## src/rtl/dmem_arb_pkg.sv

```systemverilog
// Shared types and constants for the two-port data-memory arbiter.
// Holds the FSM state encoding, the port index type and the address-check helper.
package dmem_arb_pkg;

    typedef enum logic [1:0] {
        IDLE   = 2'd0,
        ACCESS = 2'd1,
        RESP   = 2'd2
    } state_t;

    typedef logic port_t;

    localparam int unsigned MEM_BYTES_DEF = 1024;
    localparam int unsigned WORD_BYTES    = 4;
    localparam logic [1:0]  ALIGN_MASK    = 2'b11;

    // A word access is rejected when misaligned or when any of its bytes lies past the memory end.
    function automatic logic addr_bad(input logic [31:0] addr, input int unsigned mem_bytes);
        return ((addr[1:0] & ALIGN_MASK) != 2'b00) || (addr > 32'(mem_bytes - WORD_BYTES));
    endfunction

endpackage

```

## src/rtl/rr_arb2.sv

```systemverilog
// Two-way round-robin grant: a lone requester always wins, a tie goes to the priority port.
// Priority flips to the other port after every grant; reset favours port 0.
module rr_arb2
    import dmem_arb_pkg::*;
(
    input  logic       clk,
    input  logic       rst_n,
    input  logic       en,
    input  logic [1:0] req,
    output logic       gnt_valid,
    output port_t      gnt_port
);

    port_t prio;

    always_comb begin
        gnt_valid = en && (req != 2'b00);
        gnt_port  = (req == 2'b11) ? prio : port_t'(req[1]);
    end

    always_ff @(posedge clk or negedge rst_n) begin
        if (!rst_n) begin
            prio <= 1'b0;
        end else if (gnt_valid) begin
            prio <= ~gnt_port;
        end
    end

endmodule

```

## src/rtl/dmem_arbiter.sv

```systemverilog
// Arbitrates two word-wide requesters onto a single data memory with a fixed access latency.
// One transaction is in flight at a time: grant in IDLE, MEM_LAT cycles of ACCESS, one RESP cycle.
module dmem_arbiter
    import dmem_arb_pkg::*;
#(
    parameter int unsigned MEM_LAT   = 1,
    parameter int unsigned MEM_BYTES = MEM_BYTES_DEF
) (
    input  logic        clk,
    input  logic        rst_n,

    input  logic        req0_valid,
    output logic        req0_ready,
    input  logic        req0_we,
    input  logic [31:0] req0_addr,
    input  logic [31:0] req0_wdata,
    output logic        rsp0_valid,
    output logic [31:0] rsp0_rdata,
    output logic        rsp0_err,

    input  logic        req1_valid,
    output logic        req1_ready,
    input  logic        req1_we,
    input  logic [31:0] req1_addr,
    input  logic [31:0] req1_wdata,
    output logic        rsp1_valid,
    output logic [31:0] rsp1_rdata,
    output logic        rsp1_err,

    output logic [31:0] mem_address,
    output logic [31:0] mem_writeData,
    output logic        mem_MemRead,
    output logic        mem_MemWrite,
    input  logic [31:0] mem_readData
);

    localparam logic [3:0] CNT_LOAD = 4'(MEM_LAT - 1);

    state_t      state, state_nxt;
    logic [3:0]  cnt;
    logic        lat_we;
    logic [31:0] lat_addr;
    logic [31:0] lat_wdata;
    port_t       lat_port;
    logic        lat_err;
    logic [31:0] rdata_q;

    logic        gnt_valid;
    port_t       gnt_port;
    logic        sel_we;
    logic [31:0] sel_addr;
    logic [31:0] sel_wdata;
    logic        sel_bad;
    logic        rsp_active;

    // Gating with rst_n keeps ready low while reset is held even though the FSM already sits in IDLE.
    rr_arb2 u_arb (
        .clk       (clk),
        .rst_n     (rst_n),
        .en        ((state == IDLE) && rst_n),
        .req       ({req1_valid, req0_valid}),
        .gnt_valid (gnt_valid),
        .gnt_port  (gnt_port)
    );

    always_comb begin
        sel_we    = gnt_port ? req1_we    : req0_we;
        sel_addr  = gnt_port ? req1_addr  : req0_addr;
        sel_wdata = gnt_port ? req1_wdata : req0_wdata;
        sel_bad   = addr_bad(sel_addr, MEM_BYTES);
    end

    always_comb begin
        state_nxt = state;
        unique case (state)
            IDLE:    if (gnt_valid) state_nxt = sel_bad ? RESP : ACCESS;
            ACCESS:  if (cnt == '0) state_nxt = RESP;
            RESP:    state_nxt = IDLE;
            default: state_nxt = IDLE;
        endcase
    end

    always_ff @(posedge clk or negedge rst_n) begin
        if (!rst_n) begin
            state     <= IDLE;
            cnt       <= '0;
            lat_we    <= 1'b0;
            lat_addr  <= '0;
            lat_wdata <= '0;
            lat_port  <= 1'b0;
            lat_err   <= 1'b0;
            rdata_q   <= '0;
        end else begin
            state <= state_nxt;
            if (gnt_valid) begin
                lat_we    <= sel_we;
                lat_addr  <= sel_addr;
                lat_wdata <= sel_wdata;
                lat_port  <= gnt_port;
                lat_err   <= sel_bad;
                cnt       <= CNT_LOAD;
                rdata_q   <= '0;
            end else if (state == ACCESS) begin
                // rdata_q stays zero for writes and rejected requests, so RESP can drive it unconditionally.
                if (cnt == '0) begin
                    if (!lat_we) rdata_q <= mem_readData;
                end else begin
                    cnt <= cnt - 4'd1;
                end
            end
        end
    end

    always_comb begin
        req0_ready    = gnt_valid && (gnt_port == 1'b0);
        req1_ready    = gnt_valid && (gnt_port == 1'b1);

        mem_address   = lat_addr;
        mem_writeData = lat_wdata;
        mem_MemRead   = (state == ACCESS) && !lat_we;
        mem_MemWrite  = (state == ACCESS) && lat_we;

        rsp_active    = (state == RESP);
        rsp0_valid    = rsp_active && (lat_port == 1'b0);
        rsp1_valid    = rsp_active && (lat_port == 1'b1);
        rsp0_err      = rsp0_valid && lat_err;
        rsp1_err      = rsp1_valid && lat_err;
        rsp0_rdata    = rsp0_valid ? rdata_q : '0;
        rsp1_rdata    = rsp1_valid ? rdata_q : '0;
    end

endmodule

```

## config.mk

```make
export PLATFORM = sky130hd
export DESIGN_NAME = dmem_arbiter
export DESIGN_NICKNAME = d
export VERILOG_FILES = /design/src/rtl/dmem_arb_pkg.sv /design/src/rtl/rr_arb2.sv /design/src/rtl/dmem_arbiter.sv
export SDC_FILE = /design/constraint.sdc
export NUM_CORES = 1
export LEC_CHECK = 0
export ABC_AREA = 1
export ABC_CLOCK_PERIOD_IN_PS = 3530
export CORE_AREA = 2 2 117 119
export DETAILED_ROUTE_END_ITERATION = 8
export DIE_AREA = 0 0 119 121
export GPL_TIMING_DRIVEN = 0
export HOLD_SLACK_MARGIN = 0.08
export PLACE_DENSITY = 0.81
export SLEW_MARGIN = 10
export SYNTH_ARGS = -nofsm -noshare
export SYNTH_HDL_FRONTEND = slang
export SYNTH_SLANG_ARGS = --single-unit
```

## constraint.sdc

```tcl
create_clock -name clk -period 3.53 [get_ports clk]
set_input_delay 0.5295 -clock clk [delete_from_list [all_inputs] [get_ports clk]]
set_output_delay 0.5295 -clock clk [all_outputs]
set_load 0.02 [all_outputs]
```

### After elaboration in Yosys (flattened, before gate mapping)

Index checks and enable logic that the tools add are counted.

* bits in registers: 106
* bits in latches: 0
* memory bits (writable): 0
* bits in read-only memories: 0
* output and inout port bits: 136
* memories: 0

* add/sub/neg operators: 1
* multiply operators: 0
* div/mod/pow operators: 0
* order comparisons: 1
* eq/ne operators: 7
* shifts and indexed selects: 0
* mux-type cells: 17
* bitwise logic cells: 2
* reduce and logical (&&, ||, !) cells: 21

Operators by type and width (count)
* $mux W32: 8
* $gt A32 B10 Y1 const B: 1
* $mux W4: 3
* $logic_and A1 B1 Y1: 10
* $reduce_bool A2 Y1: 4
* $mux W2: 3
* $ne A2 B2 Y1 const B: 3
* $eq A2 B2 Y1 const B: 2
* $logic_not A4 Y1: 1
* $pmux W2 S2: 1
* $reduce_and A2 Y1: 2
* $sub A4 B1 Y4 const B: 1
* $reduce_and A3 Y1: 1
* $eq A2 B1 Y1 const B: 1
* $logic_not A2 Y1: 1
* $mux W1: 2
* $ne A2 B1 Y1 const B: 1
* $not A1 Y1: 2
* $logic_not A1 Y1: 1
* $logic_or A1 B1 Y1: 1

### Logic depth before layout (Yosys ltp)

Gate-level depths: netlist (run 1).

* depth in word-level cells: 8
* mapped depth: 13

### Modules after synthesis

From an unflattened synthesis (run 1), not the netlist that was laid out.

* cells, all modules: 701
* area, all modules: 5168.7 um^2

Modules (own cells, without submodules)
* dmem_arbiter: instances 1, cells each 689, area an instance 5098.6 um^2
* rr_arb2: instances 1, cells each 12, area an instance 70.1 um^2

### Worst setup path after synthesis (run 1)

Ideal clock, no wire load.

* path kind: flip-flop to output port
* start point: reg state[1]
* end point: out rsp1_rdata[10]
* arrival: 1734 ps
* setup slack: 1266 ps
* stages on the path, launching flop included: 6
* path buffers: 1
* cell sequence: dfrtp_1 inv_1 nor3_1 inv_1 clkbuf_1 nor2_1

* longest elaborated chain between the ends: 3

Ends and longest elaborated chain
* from (decl): line dmem_arbiter.sv:39 `state_t state, state_nxt;`
* from (signal assigned): line dmem_arbiter.sv:94 `state <= state_nxt;`
* $eq A2 B2 Y1: line dmem_arbiter.sv:123 `rsp_active = (state == RESP);`
* $logic_and A1 B1 Y1: line dmem_arbiter.sv:125 `rsp1_valid = rsp_active && (lat_port == 1'b1);`
* net rsp1_valid: line dmem_arbiter.sv:26 `output logic rsp1_valid,`
* $mux W32: line dmem_arbiter.sv:129 `rsp1_rdata = rsp1_valid ? rdata_q : '0;`
* to (decl): line dmem_arbiter.sv:27 `output logic [31:0] rsp1_rdata,`

The timed path passes the listed nets, and every way through them passes these cells.

### Final worst setup path (run 1)

* start point: in rst_n
* end point: out req1_ready

* longest elaborated chain between the ends: 3

Ends and longest elaborated chain
* from (decl): line dmem_arbiter.sv:10 `input logic rst_n,`
* $logic_and A1 B1 Y1: line dmem_arbiter.sv:60 `.en ((state == IDLE) && rst_n),`
* $logic_and A1 B1 Y1: line rr_arb2.sv:17 `gnt_valid = en && (req != 2'b00);`
* $logic_and A1 B1 Y1: line dmem_arbiter.sv:116 `req1_ready = gnt_valid && (gnt_port == 1'b1);`
* to (decl): line dmem_arbiter.sv:22 `output logic req1_ready,`

No other way between the ends.

==> results.md, run 1 <==
- After Yosys synthesis, full adders, half adders and majority gates account for 0.483% of the synthesized area.
- The simple-gate portion of the synthesized area is approximately 34%.
- The initialized floorplan defines 42 standard-cell rows.
- Clock tree synthesis inserted a total of 9 buffers.
- Yosys attributes the largest share of cell area to dfrtp_1 51%, nand2_1 17%, nand3_1 7.5%.
- The flow ran to the end, and the final reports show no timing, DRC or antenna violations.
- The fraction of layout cells with a size suffix above 1 is between 4 and 5%.
- Once placement finished, the instance area stood at 8430 um^2.
- For the pin with the worst max-slew slack, the measured transition is about 0.54 ns.
- The distinct cell type count after synthesis is 21.
- Once detail routing completed, the nets flagged for antenna violations numbered 0.
- The top cell type by area accounts for 51.2% of the synthesized area.
- The cell at the root of the clock tree is clkbuf_16.
- The net count of the finished layout is 1176.
- The clock tree synthesis step divided the H-tree into 3 levels.
- The via count of the first global-routing pass is 5494.
- The leakage component of the power is 0.00387 uW.
- STA classifies the critical path endpoint as an output port.
- Entering global routing, the biggest net connects 83 pins.
- The total count of max-transition violations in the final report is 0.
- Excluding fillers, the count of instances in the completed layout stands at 1187.
- The cell area after synthesis is 5180 um^2.
- For the worst setup path, the data required time is 3.00 ns.
- The mean instance size in the synthesized netlist is ~7.5 um^2.
- The synthesized instance count is 695.
- The share of cell area taken by muxes after synthesis is 0%.
- The setup-violating endpoint count in the final report is 0.
- roughly 300 I/O pins were placed.
- For this run, the top clock speed supported by timing is 0.305 GHz.
- The count of flip-flops with a built-in enable after synthesis is 0.
- After routing the design area is ~8700 um^2.
- The number of port buffers is 300.
- The number of iterations in the first detailed-routing pass is 4.
- The synthesized netlist devotes 5.85% of its cell area to compound gates.
- The clock tree from TritonCTS is built.
- The initial detailed-routing violation count is around 330.
- Among all cell types in the netlist, the one instantiated most often is nand2_1.
- The number of setup buffers added after CTS is 0.
- After detailed routing, the number of remaining DRC violations is 0.
- Global routing finished with a remaining overflow of 0.
- From left edge to right edge, the die measures between 100 and 150 um.
- The growth of design area from synthesis to finish is 68.2%.
- The sequential area share after synthesis is about half.
- Setup repair after global routing left no endpoint under its margin.
- The number of antenna violations at the first check in global routing was 0.
- Along the worst path, the maximum fanout reaches 82.
- The synthesized netlist net count is 863.
- After floorplanning, the core was sized to cover between 10000 and 15000 um^2.
- The number of endpoints with negative hold slack in the final report is 0.
- Dividing total power by cell area gives a power density of 401 nW/um^2.
- The total die area is between 10000 and 15000 um^2.
- The highest ir drop seen on vdd is 0.227 mV.
- Clock-pin slew was measured on the worst setup and hold paths at 0.06 ns.
- The weighted congestion at the end of routability-driven global placement is ~0.8.
- Synthesis inferred 106 register bits.
- The arrival time reported for the critical path endpoint is ~2.7 ns.
- The predominant post-synthesis flop cell is dfrtp_1.
- The kind of launch point of the worst setup path is an input port.
- The final critical-path share of the clock period is 92.7%.
- The routed layout has roughly 5.5k vias.
- The detailed-route vias per instance is between 4 and 5.
- The dominant combinational cell family by area after synthesis is simple AND/OR/NAND/NOR gates.
- Across every metal layer, demand over resource in global routing totals 24.5%.
- The final critical path time including I/O delays and setup is about 3.3 ns.
- Measured against its own limit, the worst slew margin works out to between 60 and 70%.
- The share of flip-flops with an asynchronous set or reset after synthesis is 100%.
- The total inserted antenna cells is 0.
- By count the netlist is led by 240 x nand2_1, 106 x dfrtp_1, 81 x nor2_1.
- Max-cap violations in this run came to 0.
- The number of clock sinks is approximately 110.
- The critical path in this run is classified as in2out.
- The biggest area contributor in the post-synthesis netlist is dfrtp_1.
- At the later pin of the worst-skew pair, clock insertion delay measures 0.34 ns.
- The parity-gate share of the synthesized area counting xor and xnor cells is 0%.
- The number of warning messages in the yosys log is 0.
- The global-route wire length before repair is 27700 um.
- The placed wire-length estimate after detailed placement is 13700 um.
- The per-cell routed wire length is 14.7 um.
- The cell total after placement is 1172.
- On the final layout, the worst clock skew is 0.00671 ns.
- The floorplan step set the die height to 121 um.
- For this configuration, the core starts out at a cell density of 39.6%.
- No sink is reached through more buffers than the 2 on the longest clock path.
- The classification of the worst-slack hold path is in2async.
- The total wirelength of the detailed-routed design is around 17000 um.
==> stage by stage <==
step	utilization (%)	total power (uW)	hold WS, ns	setup TNS [ns]	setup WS (ns)
global route	66.6	3670	0.224	0	0.0303
CTS	66.6	3530	0.209	0	0.211
finish	66.6	3490	0.187	0	0.257
detailed placement	64.4	2560	0.404	0	0.0125
global placement	64.2	2540	0.448	-534.22	-3.77
floorplan	-	1930	0.234	0	1.27
==> sequential cells by signal (all words and copies together), names as in the netlist <==
signal         cells
mem_address       32
mem_writeData     32
rdata_q           32
cnt                4
state              2
lat_err            1
lat_port           1
lat_we             1
u_arb.prio         1
==> cell usage in the layout (no fill, tap or decap) <==
cell type	Yosys	final
o21ai_0	49	49
o211ai_1	1	1
inv_2	4	4
a21oi_1	3	3
clkinv_2	0	3
buf_16	0	1
nand3_1	78	78
buf_4	3	3
inv_1	65	65
nand2_2	1	1
nor2_2	1	1
clkinv_1	1	1
buf_2	21	22
nor2_1	81	81
clkdlybuf4s50_1	0	299
bufinv_16	0	1
nand2_4	1	1
nand2_1	240	240
ha_1	2	2
clkbuf_16	0	9
buf_6	0	1
dfrtp_1	106	106
nand3b_1	14	14
clkbuf_1	14	15
o21ai_1	7	7
nor4_4	1	1
nor3_1	2	2
==> cell type report <==
cell class              count  area [um^2]
fillers                  1094         4380
repair buffers            302         3040
flip-flops and latches    106         2650
multi-input cells         481         2080
inverters                  70          263
clock buffers              10          229
well taps                 176          220
plain buffers              38          180
clock inverters             4         45.0
==> routing by layer <==
layer | global-route usage, % | part of all wire [%] | up-vias
li1 | - | - | 2775
met1 | 28.7 | 39 | 2531
met2 | 43.2 | 51 | 215
met3 | 7.00 | 7.8 | 22
met4 | 8.11 | 2.0 | 0
met5 | 0 | 0 | -
==> cells by family (layout without fill, tap and decap cells) <==
family / Yosys count / after routing
AOI/OAI and AO/OA: 60 / 60
buffers and inverters: 108 / 424
and+or+nand+nor: 419 / 419
DFF: 106 / 106
adders and majority gates: 2 / 2
==> timing repair <==
item,4_1_cts,5_1_grt
hold buffers,1,0
gates resized for setup,0,0
hold endpoints to repair,25,0
==> power by group <==
part	leakage (uW)	internal (uW)	switching, uW
Combinational	0.00236	532	546
Sequential	0.00137	1370	87.9
Clock	0.000138	539	417
==> critical path, cell delays in order <==
cell	delay, ns
buf_6	0.09
buf_16	0.32
inv_1	0.13
nor4_4	0.41
nand2_1	0.17
inv_2	0.15
buf_2	0.26
clkdlybuf4s50_1	0.65
==> path summary, 6_finish.rpt <==
path,start,endpoint,slack [ns],cells past startpoint
max,rst_n,req1_ready,0.26,8
min,rst_n,mem_address[21],0.19,2
max reg2reg,u_arb.prio,state[1],1.73,13
min reg2reg,mem_address[14],mem_address[14],0.47,2
max in group asynchronous,rst_n,mem_writeData[18],2.90,2
min in group clk,mem_address[14],mem_address[14],0.47,2
No activity file was read; power rests on OpenSTA's default activity.
==> run 2, diff against run 1 <==
SYNTH_HIERARCHICAL = 1   (was unset)
==> run 2 against run 1 <==
Compared with the run above: sequential share of layout area shrank 0.36 points; critical path depth increased by 2; fmax is 1.7% higher; final cell count increased by 0.93%; core utilization is 0.80 points higher; die area is the same; combinational power increased by 28%; register-to-register slack worse by 0.26 ns; clock power rose by 16%.
==> results.md, run 2 <==
- The filler-free cell count of the finished design is 1198.
- The classification of the worst-slack hold path is in2async.
- On the critical path, the stage with the largest delay is an instance of clkdlybuf4s50_1.
- The total global routing overflow is 0.
- The cell total after placement is 1179.
- The actual slew at the worst max-slew pin is ~1 ns.
- The number of endpoints with negative hold slack in the final report is 0.
- dfrtp_1 takes more of the synthesized area than any other cell.
- The fraction of layout cells with a size suffix above 1 is between 4 and 5%.
- In this run the mean area of a mapped cell was 7.37 um^2.
- The final setup skew is 0.0102 ns.
- The normalized max-slew margin is 32.8%.
- In the global route stage, met2 resource usage came out at between 40 and 50%.
- Leaving out fill and tap cells, the most frequent cells in the layout are 300 x clkdlybuf4s50_1, 227 x nand2_1, 106 x dfrtp_1, 88 x nor2_1, 80 x inv_1.
- For this run, global-route usage on met3 was measured as 4.65%.
- Power spread over the standard cell area amounts to 457 nW/um^2.
- The library cell appearing most often on the critical path is nand2_1.
- By count the netlist is led by 227 x nand2_1, 106 x dfrtp_1, 88 x nor2_1.
- After global routing, the most crowded layer is met2.
- Clock tree synthesis selected as its root buffer the cell clkbuf_16.
- Data arrives at the worst endpoint at 2.69 ns.
- The congestion estimate from routability-driven global placement came to 0.857.
- Data on the critical path is required at its endpoint by approximately 3 ns.
- The flow ran to the end, and the final reports show no timing, DRC or antenna violations.
- In this run the number of H-tree levels came out at 3.
- The number of placement rows is 42.
- The initial detailed-routing violation count is 295.
- Wires add up to 17900 um.
- The maximum single-stage delay on the critical path is approximately 0.56 ns.
- For this block, the via count after detailed routing is 5662.
- TritonCTS built the clock tree.
- The fraction of post-synthesis cell area in the top cell type by area is 51.3%.
- The total die area is ~14000 um^2.
- The synthesized netlist net count is roughly 870.
- Static timing analysis puts the maximum clock frequency at just over 0.3 GHz.
- The detail route stage leaves a number of antenna-violating nets equal to 0.
- The via count of the first global-routing pass came to 5500.
- After detailed routing, the number of vias per cell comes to 4.73.
- The number of maximum-capacitance violations is 0.
- The clock passes through at most 2 buffers.
- The core footprint is around 13000 um^2.
- The final critical path time including I/O delays and setup is 3.22 ns.
- The pin count of the biggest net entering global routing is 39.
- In this run the horizontal extent of the chip is 119 um.
- The worst setup path is captured at an output port.
- The growth of design area from synthesis to finish is 70.5%.
- The total of flip-flops plus latches after synthesis is ~110.
- The die extent in y is between 100 and 150 um.
- The number of clock sinks is 106.
- After layout, the worst path uses 91.2% of the clock period.
- The number of warning messages in the yosys log is 6.
- After filler insertion, the fill cell instance count of the layout stands at 1096.
- The commonest non-fill, non-tap cell in the layout is clkdlybuf4s50_1.
- The layout net count is 1185.
- The number of antenna violations at the first check in global routing is 0.
- The synthesized instance count is 701.
- The CTS buffer count is 9.
- The critical path goes through clkdlybuf4s50_1, nand2_1, nand2_1, inv_1, buf_4, buf_6, nand2_1, clkinv_1, buf_2, clkdlybuf4s50_1.
- The HPWL after detailed placement is about 14000 um.
- The design draws 4030 uW.
- The pre-antenna-repair detailed-routing pass consisted of 4 iterations.
- For this configuration, the core starts out at a cell density of 39.5%.
- Port buffering added 301 buffers.
- 0 antenna diodes ended up in the layout.
- After routing, the total negative slack on setup checks comes to 0 ns.
- Summed over all cells, the static leakage comes to 0.00404 uW.
- The number of setup buffers added after CTS is 0.
- The most repeated cell in the gate-level netlist after synthesis is nand2_1.
- Counting flops with a built-in enable in the synthesized netlist gives 0.
- The synthesized netlist occupies a cell area of roughly 5200 um^2.
- The total count of max-transition violations in the final report is 0.
- The setup-violating endpoint count in the final report is 0.
- The setup path with the least slack is of type in2out.
- The kind of launch point of the worst setup path is an input port.
- The top-level port count is 302.
- The routing usage on met1 is 29.8%.
- The predominant post-synthesis flop cell is dfrtp_1.
- In this run the worst path has a maximum fanout of 10.
- After synthesis, the cell types taking the most area are dfrtp_1 51%, nand2_1 16%, nand3_1 7.5%.
- The highest ir drop seen on vdd is 0.232 mV.
- Setup repair after global routing left no endpoint under its margin.
- Counting flops with an async set or reset pin after synthesis yields a share of 100%.
- For this run, the total global-route usage over all layers was measured as between 20% and 30%.
- The clock slew seen by the registers of the worst setup and hold paths is 0.07 ns.
- The per-cell routed wire length is between 10 and 15 um.
- After synthesis, flip-flops and latches occupy 51.3% of the total area.
- Clock latency on the worst-skew pair, taken at its later pin, is 0.34 ns.
- The distinct cell type count after synthesis is 24.
- The global-route wire length before repair is 28200 um.
- The detailed-route DRC error count is 0.
==> run 2: cell types whose count changed in the layout (fill, tap and decap cells not counted), sizes merged, moves of 2 or more <==
cell         change
nand3b          -14
or2              +2
inv             +14
nand2           -14
a31oi            +6
dlygate4sd3      +2
o21ai            +4
nor2             +9
==> run 2: path summary, 6_finish.rpt <==
| check | from | endpoint | slack, ns | cells past startpoint |
|---|---|---|---|---|
| worst max-delay path | req0_valid | req1_ready | 0.31 | 10 |
| worst min-delay path | rst_n | rdata_q[13] | 0.15 | 2 |
| worst max register to register | state[0] | mem_address[5] | 1.47 | 11 |
| worst min register to register | cnt[3] | cnt[3] | 0.47 | 1 |
| max in group asynchronous | rst_n | mem_address[8] | 1.98 | 2 |
| min in group clk | cnt[3] | cnt[3] | 0.47 | 1 |
==> run 2: layer usage <==
metal / routed length (um) / share of wire, %
met3: 1040 / 5.8
met5: 0 / 0
met4: 459 / 2.6
met2: 9140 / 51
met1: 7220 / 40
==> run 2: stage by stage <==
| stage | worst slack, ns | area, um^2 | hold slack (ns) | utilization (%) |
|---|---|---|---|---|
| after detailed placement | -0.221 | 8430 | 0.434 | 64.4 |
| after global placement | -3.76 | 8400 | 0.449 | 64.2 |
| after global routing | 0.0975 | 8810 | 0.163 | 67.4 |
| after CTS | 0.265 | 8810 | 0.158 | 67.4 |
| final | 0.312 | 8810 | 0.155 | 67.4 |
| after floorplan | 1.31 | 5170 | 0.234 | - |
==> run 2: cell type report <==
cell class / instances / area (um^2) / share of cell area (%)
well taps: 176 / 220 / 2.50
repair buffers: 305 / 3090 / 35.1
multi-input cells: 474 / 2020 / 22.9
inverters: 82 / 308 / 3.49
plain buffers: 39 / 194 / 2.20
flip-flops and latches: 106 / 2650 / 30.1
clock inverters: 6 / 87.6 / 0.994
clock buffers: 10 / 239 / 2.71
==> run 2: cells by family after synthesis <==
group	synth area share, %
and+or+nand+nor	31.3
buffers and inverters	9.71
DFF	51.3
adders and majority gates	0.484
AOI/OAI and AO/OA	7.24
==> run 2: what timing repair did <==
action / 4_1_cts / 5_1_grt
gates resized for setup: 1 / 0
setup endpoints to repair: 2 / 0
hold buffers: 2 / 0
hold endpoints to repair: 12 / 0
==> run 2: power breakdown <==
group          total (uW)  switching, uW  internal (uW)
logic                1380            728            650
registers            1540            106           1440
clock network        1110            464            645
total                4030           1300           2730
==> run 2: critical path, delay by kind of cell <==
kind	cells	cell delay, ns
buffers and inverters	7	1.94
AND/OR/NAND/NOR	3	0.22
